## src/rtl/risc_mem_arbiter.sv

```systemverilog
// Round-robin arbiter sharing a single-port memory between the CPU and a debug/loader port.
// Optional `RISC_ARB_DBG_LOCK_EN adds a dbg_lock input that lets the debug port hold priority.
module risc_mem_arbiter #(
    parameter int AW     = 8,
    parameter int DW     = 8,
    parameter int RD_LAT = 1
) (
    input  logic          clk,
    input  logic          rst_n,
`ifdef RISC_ARB_DBG_LOCK_EN
    input  logic          dbg_lock,
`endif
    input  logic          cpu_req,
    input  logic          cpu_we,
    input  logic [AW-1:0] cpu_addr,
    input  logic [DW-1:0] cpu_wdata,
    output logic          cpu_ack,
    output logic [DW-1:0] cpu_rdata,
    input  logic          dbg_req,
    input  logic          dbg_we,
    input  logic [AW-1:0] dbg_addr,
    input  logic [DW-1:0] dbg_wdata,
    output logic          dbg_ack,
    output logic [DW-1:0] dbg_rdata,
    output logic          mem_en,
    output logic          mem_we,
    output logic [AW-1:0] mem_addr,
    output logic [DW-1:0] mem_wdata,
    input  logic [DW-1:0] mem_rdata,
    output logic          busy
);

    typedef enum logic [1:0] {IDLE, ISSUE, WAIT, ACK} state_t;
    typedef enum logic {OWN_CPU, OWN_DBG} owner_t;

    localparam logic [1:0] WAIT_LAST = 2'(RD_LAT - 1);

    state_t     state;
    owner_t     owner;
    owner_t     last_owner;
    logic [1:0] wait_cnt;
    logic       lock;
    logic       grant_dbg;

`ifdef RISC_ARB_DBG_LOCK_EN
    assign lock = dbg_lock;
`else
    assign lock = 1'b0;
`endif

    // NOTE: every always_comb output gets a value on every path, otherwise a latch is inferred.
    always_comb begin
        grant_dbg = 1'b0;
        if (dbg_req && (lock || !cpu_req || last_owner == OWN_CPU))
            grant_dbg = 1'b1;
    end

    // mem_addr/mem_wdata double as the latched request; all outputs are registered with the state.
    // NOTE: sequential state uses non-blocking assignments so every register sees pre-edge values.
    always_ff @(posedge clk) begin
        if (!rst_n) begin
            state      <= IDLE;
            owner      <= OWN_CPU;
            last_owner <= OWN_DBG;
            wait_cnt   <= '0;
            mem_en     <= 1'b0;
            mem_we     <= 1'b0;
            mem_addr   <= '0;
            mem_wdata  <= '0;
            cpu_ack    <= 1'b0;
            dbg_ack    <= 1'b0;
            cpu_rdata  <= '0;
            dbg_rdata  <= '0;
            busy       <= 1'b0;
        end else begin
            cpu_ack <= 1'b0;
            dbg_ack <= 1'b0;
            case (state)
                IDLE: begin
                    if (cpu_req || dbg_req) begin
                        owner     <= grant_dbg ? OWN_DBG : OWN_CPU;
                        mem_we    <= grant_dbg ? dbg_we    : cpu_we;
                        mem_addr  <= grant_dbg ? dbg_addr  : cpu_addr;
                        mem_wdata <= grant_dbg ? dbg_wdata : cpu_wdata;
                        mem_en    <= 1'b1;
                        busy      <= 1'b1;
                        state     <= ISSUE;
                    end
                end
                ISSUE: begin
                    mem_en   <= 1'b0;
                    mem_we   <= 1'b0;
                    wait_cnt <= '0;
                    if (mem_we) begin
                        cpu_ack <= (owner == OWN_CPU);
                        dbg_ack <= (owner == OWN_DBG);
                        state   <= ACK;
                    end else begin
                        state <= WAIT;
                    end
                end
                WAIT: begin
                    if (wait_cnt == WAIT_LAST) begin
                        if (owner == OWN_CPU) begin
                            cpu_rdata <= mem_rdata;
                            cpu_ack   <= 1'b1;
                        end else begin
                            dbg_rdata <= mem_rdata;
                            dbg_ack   <= 1'b1;
                        end
                        state <= ACK;
                    end else begin
                        wait_cnt <= wait_cnt + 2'd1;
                    end
                end
                ACK: begin
                    last_owner <= owner;
                    busy       <= 1'b0;
                    state      <= IDLE;
                end
                default: state <= IDLE;
            endcase
        end
    end

endmodule

```

## config.mk

```make
export PLATFORM = sky130hd
export DESIGN_NAME = risc_mem_arbiter
export DESIGN_NICKNAME = d
export VERILOG_FILES = /design/src/rtl/risc_mem_arbiter.sv
export SDC_FILE = /design/constraint.sdc
export NUM_CORES = 1
export LEC_CHECK = 0
export ABC_CLOCK_PERIOD_IN_PS = 1600
export CAP_MARGIN = 20
export CORE_ASPECT_RATIO = 0.6
export CORE_MARGIN = 4
export CORE_UTILIZATION = 41
export DETAILED_ROUTE_END_ITERATION = 7
export GPL_TIMING_DRIVEN = 0
export PLACE_DENSITY = 0.84
export SLEW_MARGIN = 20
export SYNTH_ARGS = -nofsm -noshare
export SYNTH_HDL_FRONTEND = slang
export SYNTH_SLANG_ARGS = --single-unit
export TNS_END_PERCENT = 10
```

## constraint.sdc

```tcl
create_clock -name clk -period 1.6 [get_ports clk]
set_input_delay 0.4 -clock clk [delete_from_list [all_inputs] [get_ports clk]]
set_output_delay 0.4 -clock clk [all_outputs]
set_load 0.01 [all_outputs]
```

# Yosys cells after proc, flatten, opt, wreduce, memory -nomap -nowiden

Index checks and enable logic that the tools add are counted.

Add/subtract/negate cells: 1
$mul: 0
Divide/modulo/power cells: 0
$lt $le $gt $ge: 0
Eq/ne operators: 6
Shifts and indexed selects: 0
Multiplexer cells: 24
Bitwise gates (word level): 2
Reductions and logical operators: 16

Operator list:

| operator              | count |
|---|---|
| $mux W8               | 2 |
| $mux W1               | 12 |
| $pmux W1 S2           | 5 |
| $reduce_and A2 Y1     | 5 |
| $pmux W2 S4           | 1 |
| $mux W2               | 3 |
| $ne A2 B2 Y1 const B  | 3 |
| $reduce_and A3 Y1     | 2 |
| $reduce_bool A2 Y1    | 3 |
| $eq A2 B2 Y1 const B  | 2 |
| $logic_not A2 Y1      | 2 |
| $pmux W2 S2           | 1 |
| $add A2 B1 Y2 const B | 1 |
| $eq A2 B1 Y1 const B  | 1 |
| $logic_or A1 B1 Y1    | 2 |
| $not A1 Y1            | 2 |
| $logic_and A1 B1 Y1   | 1 |
| $logic_not A1 Y1      | 1 |

Bits in registers: 43
Latch bits: 0
Bits in writable memories: 0
Memory bits (read-only): 0
Input bits: 46
Output and inout port bits: 37
Word-level logic and storage cells: 62
Memories kept: 0

# Logic depth before layout (Yosys ltp)

Gate-level depths: netlist (run 1).

Depth in word-level cells: 7
Gate-level depth with buffers: 6
Gate-level depth less buffers: 6

# Worst setup path after synthesis (run 1)

OpenSTA, ideal clock, no wires.

Path type: register -> register
Start: reg state[0]
End: reg state[0]
Setup time: 95 ps
Data arrival time: 1,377 ps
Data required time: 1,505 ps
Slack: 128 ps
Cell stages (with the launch flop): 6
Path buffers: 0
Clock period less this slack: 1,472 ps
Cells stage by stage: dfxtp_1 inv_1 ha_1 nor3b_1 nor2_1 a221oi_1

Longest elaborated chain between the ends: 3
Elaborated cells on any way between the ends: 8
Those cells by class: 5 x eq/ne; 1 x mux; 2 x reduce/logical

Ends and longest elaborated chain:

| what                                                    | RTL line | RTL |
|---|---|---|
| start, declared                                         | 38       | `state_t state;` |
| start signal, assigned                                  | 62       | `state <= IDLE;` |
| start signal, assigned                                  | 87       | `state <= ISSUE;` |
| start signal, assigned                                  | 97       | `state <= ACK;` |
| $eq A2 B2 Y1 / $logic_not A2 Y1 (equally long branches) | 78       | `case (state)` |
| $ne A2 B2 Y1 (no source line)                           | n/a      |  |
| $reduce_and A2 Y1 (no source line)                      | n/a      |  |

Several ways; a longest one is shown, not always the timed one.
A chain may end at the register's enable or synchronous reset.

# Final worst setup path (run 1)

Start: reg cpu_rdata[5]
End: out cpu_rdata[5]

RTL lines:

| what                   | RTL line | RTL |
|---|---|---|
| start, declared        | 18       | `output logic [DW-1:0] cpu_rdata,` |
| start signal, assigned | 105      | `cpu_rdata <= mem_rdata;` |

No word-level cell between the ends.

==> qor.yml, run 1 <==
yosys:
  syn-instance-count: 196
  syn-num-nets: 249
  synth.distinct_cells: 24
  yosysMostFrequentCell: "dfxtp_1"
  yosys-top-cells-area: "dfxtp_1, mux2i_1, a21oi_1"
  ys.flop_type: "dfxtp_1"
  synth_area_um2: 1787
  synth_common_cells: "dfxtp_1, a21oi_1, mux2i_1"
  ys_warn_count: 0
  syn-mean-instance-area_um2: 9.116
  synth_top_area_share_pct: 48.18
  synthArstFlopShare_pct: 0
  seq_area_frac_synth_pct: 48.18
  synth_top_area_cell: "dfxtp_1"
  synth_seq_cells: 43
  synth_edf_count: 0
global_routing:
  antenna_found_initial: 0
  grt_max_degree: 12
  gr-total-overflow: 0
  grt_pass1_vias: 1619
  grt_pass1_wl_mm: 7.659
  grtUsageTotal_pct: 17.63
floorplanning:
  coreArea_um2: 4144
  fp.dieH_um: 59.14
  start_util_pct: 43.12
  die_x_um: 93.23
  die_area_um2: 5513
  core.rowCount: 18
  num_io_pins: 83
power_and_ir_drop:
  power.density_nw_per_um2: 1364
  ir_drop_v: 0.0006701
  cellLeakagePower_uw: 0.001313
clock_network:
  postCtsHoldBufs: 0
  clk_pin_slew_ps: 70
  cts_tree: "done"
  clockBufferDepth: 2
  clock-sinks: 43
  htree_levels: 2
  cts_setup_buffers: 0
  clockRootBuffer: "clkbuf_8"
  cts-resized-gates: 14
  clk_latency_ps: 290
  cts_inserted_buffers: 5
worst_setup_path:
  critPathSlowestCell: "clkdlybuf4s50_1"
  start_kind: "flop"
  cp_cell_sequence: "clkdlybuf4s50_1"
  path_delay_family: "buffers and inverters"
  cpPeakStageDelay_ps: 550
  arrival_ps: 1170
  endpoint_kind: "output pin"
  crit_type: "reg2out"
  cp_data_required_time_ps: 1200
  crit_buf_inv: 1
  crit_path_max_fanout: 2
routing:
  routed_wl_mm: 4.840
  met1Wirelength_mm: 2.243
  drt-wirelength-per-cell_um: 14.11
  top_layer_used: "met4"
  drtIter0Drc: 78
  met3_length_um: 354
  detail-route-antenna-nets: 0
  route.detailed.drc: 0
  num_vias: 1688
  viasPerCell: 4.921
  firstDrtPassIters: 4
  met2_length_mm: 2.160
worst_hold_path:
  min_path_type: "reg2reg"
sta:
  worst_slack_ps: 30.19
  tightest_slew_ps: 499.6
  finalClockSkew_ps: 5.593
  period_minus_slack_ps: 1570
  setup_violations: 0
  fmax_mhz: 637.0
  slew_viol_final: 0
  fin_crit_sh_pct: 98.11
  maxSlewHeadroom_pct: 66.69
  hold_slack_ps: 454.4
  fin_setup_tns_ps: 0
  hold_viol: 0
  rsz0062_at_grt: "true"
final_layout:
  final_area_um2: 2813
  final_net_count: 337
  stdcell_count: 343
  drive_above_1_share_pct: 8.127
  fill_cells: 342
  area_growth_pct: 57.42
  diodes: 0
placed_design:
  numPlacedInstances: 337
  gp_congestion: 0.7663
  dp_slack_ps: -517.5
  place_area_um2: 2673
  hpwlAfterDp_mm: 3.796
  numPortBuffers: 81
job:
  maxCapViolations: 0
outcome:
  status: "completed"
## cell type report
cell class / count / area, um2 / share of cell area [%]
clock buffers: 6 / 72.57 / 2.580
plain buffers: 9 / 53.80 / 1.913
multi-input cells: 137 / 887.1 / 31.54
flip-flops and latches: 43 / 863.3 / 30.69
repair buffers: 81 / 834.6 / 29.67
inverters: 7 / 26.28 / 0.9342
well taps: 60 / 75.07 / 2.669
## power breakdown
part           internal, uW  switching (uW)
registers              1360             163
logic                   848             852
clock network           291             324
## flip-flops by register name, summed over array words and instances, names as in the netlist
signal / flops
busy: 1
cpu_ack: 1
cpu_rdata: 8
dbg_ack: 1
dbg_rdata: 8
last_owner: 1
mem_addr: 8
mem_en: 1
mem_wdata: 8
mem_we: 1
owner: 1
state: 2
wait_cnt: 2
## cell usage in the layout, fill, tap and decap left out, types with 5 or more instances in the layout
master / Yosys / layout
o21ai_0: 21 / 21
inv_1: 7 / 7
ha_1: 7 / 5
dfxtp_1: 43 / 41
mux2i_1: 26 / 26
a21oi_1: 28 / 28
nor2_1: 19 / 17
dlymetal6s2s_1: 0 / 13
nand2_1: 20 / 20
clkbuf_8: 0 / 5
clkdlybuf4s50_1: 0 / 64
## final timing paths
check | depth (start not counted) | startpoint | endpoint | slack [ps]
worst max-delay path | 1 | cpu_rdata[5] | cpu_rdata[5] | 30
worst min-delay path | 2 | cpu_rdata[3] | cpu_rdata[3] | 450
worst max register to register | 6 | state[0] | mem_addr[2] | 70
worst min register to register | 2 | cpu_rdata[3] | cpu_rdata[3] | 450
## stage by stage
step	power, uW	utilization, %
2_1_floorplan	2355	-
3_3_place_gp	3148	64.49
3_5_place_dp	3196	64.49
4_1_cts	3825	66.70
5_1_grt	4092	67.87
6_report	3837	67.87
## logic make-up (layout without fill, tap and decap cells)
kind of cell / count (synthesis) / count (layout) / synth area share (%)
AO/OA/AOI/OAI: 57 / 57 / 17.37
AND/OR/NAND/NOR: 47 / 47 / 11.13
flip-flops: 43 / 43 / 48.18
multiplexers: 26 / 26 / 14.57
buffers and inverters: 16 / 103 / 3.852
adder cells (fa/ha/maj): 7 / 7 / 4.902
## layer usage
layer	vias to the layer above	GRT usage, %
met1	776	23.51
met4	0	5.637
met2	46	27.34
li1	855	-
met3	11	5.711
met5	-	0
No activity file was read; power rests on OpenSTA's default activity.
==> inputs of run 2 (changes only) <==
==> constraint.sdc (replaced) <==
create_clock -name clk -period 1.6 [get_ports clk]
set_input_delay 0.32 -clock clk [delete_from_list [all_inputs] [get_ports clk]]
set_output_delay 0.32 -clock clk [all_outputs]
set_load 0.01 [all_outputs]
==> run 2 against run 1 <==
  * Critical path depth grew 5
  * Largest power group unchanged
  * Clock skew shrank 0.77 ps
  * Setup slack gained 45 ps
  * Cell count is the same
  * Global-route usage is the same
  * Critical endpoint is now mem_addr[2]
  * Critical path type is now reg2reg
  * Wire length shrank 0.21%
  * Count of clock-buffer cells in the layout is the same
==> qor.yml, run 2 (same netlist as run 1, synthesis figures left out) <==
global_routing:
  grtUsageTotal_pct: 17.63  # unchanged
  grt_pass1_vias: 1619  # unchanged
  gr-total-overflow: 0  # unchanged
  antenna_found_initial: 0  # unchanged
  grt_max_degree: 12  # unchanged
  grt_pass1_wl_mm: 7.659  # unchanged
worst_setup_path:
  critPathSlowestCell: "dfxtp_2"
  cp_cell_sequence: "inv_1 > ha_2 > o21a_2 > clkbuf_4 > o21ai_0 > a21oi_1"
  regToRegEndpoint: "mem_addr[2]"
  reg2reg_depth: 6  # unchanged
  arrival_ps: 1740  # +570 ps
  r2r_start: "state[0]"
  cp_data_required_time_ps: 1820  # +620 ps
  endpoint_kind: "flop"
  cpPeakStageDelay_ps: 350  # -200 ps
  crit_type: "reg2reg"
  r2r_slack_ps: 70  # about the same
  start_kind: "flop"
  crit_buf_inv: 2  # +1
  crit_path_max_fanout: 10  # +8
  path_delay_family: "compound AO/OA/AOI/OAI gates"
power_and_ir_drop:
  power_frac_clock_pct: 15.9  # about the same
  power.density_nw_per_um2: 1388  # +1.7%
  intPower_uw: 2528  # +1.2%
  p_switching_uw: 1341  # +0.18%
  cellLeakagePower_uw: 0.001084  # -17%
  ir_drop_v: 0.0006725  # +0.35%
  p_comb_share_pct: 44.6  # +0.3 points
  switching_share_pct: 34.67  # -0.23 points
  seqPwrFrac_pct: 39.5  # -0.2 points
  power_uw: 3869  # +0.84%
placed_design:
  place_area_um2: 2673  # unchanged
  hpwlAfterDp_mm: 3.796  # unchanged
  gp_congestion: 0.7663  # unchanged
  numPlacedInstances: 337  # unchanged
  numPortBuffers: 81  # unchanged
worst_hold_path:
  holdPathEnd: "mem_wdata[1]"
  hold_path.startpoint: "rst_n"
  min_delay_path_depth: 3  # +1
  min_path_type: "in2reg"
floorplanning:
  die_area_um2: 5513  # unchanged
  die_x_um: 93.23  # unchanged
  num_io_pins: 83  # unchanged
  core.rowCount: 18  # unchanged
  fp.dieH_um: 59.14  # unchanged
  start_util_pct: 43.12  # unchanged
  coreArea_um2: 4144  # unchanged
routing:
  num_vias: 1670  # -1.1%
  routed_wl_mm: 4.830  # -0.21%
  route.detailed.drc: 0  # unchanged
  drtIter0Drc: 60  # -23%
  viasPerCell: 4.869  # -1.1%
  detail-route-antenna-nets: 0  # unchanged
  firstDrtPassIters: 4  # unchanged
  drt-wirelength-per-cell_um: 14.08  # -0.21%
final_layout:
  final_cell_mix: "clkdlybuf4s50_1, dfxtp_1, a21oi_1, mux2i_1, o21ai_0"
  fill_cells: 351  # +2.6%
  final_common_cell: "clkdlybuf4s50_1"
  area_growth_pct: 56.02
  drive_above_1_share_pct: 8.127  # unchanged
  final_area_um2: 2788  # -0.89%
  stdcell_count: 343  # unchanged
  post-route-util_pct: 67.27  # -0.60 points
  seq_area_um2: 864.6  # +0.14%
  diodes: 0  # unchanged
  multi_input_area_um2: 887.1  # unchanged
  final_net_count: 337  # unchanged
sta:
  slew_viol_final: 0  # unchanged
  fmax_mhz: 655.7  # +2.9%
  hold_viol: 0  # unchanged
  fin_setup_tns_ps: 0  # unchanged
  setup_violations: 0  # unchanged
  maxSlewHeadroom_pct: 67.83  # +1.1 points
  finalClockSkew_ps: 4.826  # -0.7669 ps
  rsz0062_at_grt: "true"
  fin_crit_sh_pct: 95.32  # -2.8 points
  period_minus_slack_ps: 1525  # -44.67 ps
  tightest_slew_ps: 482.5  # -17.08 ps
clock_network:
  cts_setup_buffers: 0  # unchanged
  clockRootBuffer: "clkbuf_8"
  clk_latency_ps: 290  # about the same
  cts-resized-gates: 12  # -2
  cts_inserted_buffers: 5  # unchanged
  htree_levels: 2  # unchanged
  cts_tree: "done"
  clock-sinks: 43  # unchanged
  clockBufferDepth: 2  # unchanged
  postCtsHoldBufs: 0  # unchanged
  clk_pin_slew_ps: 70  # about the same
job:
  maxCapViolations: 0  # unchanged
outcome:
  status: "completed"
run 2: cell count changes in the layout (fill, tap and decap cells not counted), sizes merged:
cell	delta
dlygate4sd2	-1
dlymetal6s2s	-13
clkbuf	-1
clkdlybuf4s50	+15
run 2: worst max-delay path by stage:
stage | start | endpoint | slack, ps | depth (start not counted)
3_5_place_dp | dbg_req | mem_addr[2] | -440 | 6
3_3_place_gp | dbg_req | mem_addr[6] | -390 | 6
6_report | state[0] | mem_addr[2] | 70 | 6
4_1_cts | state[0] | state[0] | 0.6 | 5
2_1_floorplan | state[0] | state[0] | 130 | 5
5_1_grt | state[0] | state[0] | -30 | 6
run 2: worst reg2reg max path, stage by stage, from the launching register on:
cell and delay, ps:
dfxtp_2 350, inv_1 140, ha_2 250, o21a_2 240
clkbuf_4 230, o21ai_0 100, a21oi_1 150
run 2: metrics by stage:
step	setup WS, ps	hold WS (ps)
floorplan	127.9	437.2
global placement	-393.6	442.3
detailed placement	-437.5	449.2
CTS	0.6294	445.5
global route	-28.04	487.8
finish	74.87	450.3
run 2: power groups by stage:
stage | logic, uW | registers, uW | clock network [uW]
after detailed placement | 1660 | 1540 | 0
after global placement | 1620 | 1530 | 0
after CTS | 1690 | 1520 | 625
after floorplan | 719 | 1640 | 0
after global routing | 1880 | 1560 | 674
final | 1720 | 1530 | 615
run 2: area by class of cell:
type | count | share of cell area, %
well taps | 60 | 2.693
flip-flops and latches | 43 | 31.01
multi-input cells | 137 | 31.82
clock buffers | 6 | 2.603
repair buffers | 81 | 28.99
inverters | 7 | 0.9426
plain buffers | 9 | 1.930
run 2: per-layer routing:
layer / wire length (um) / global-route usage [%]
met1: 2267 / 23.51
met2: 2147 / 27.34
met3: 322 / 5.711
met4: 92 / 5.637
met5: 0 / 0
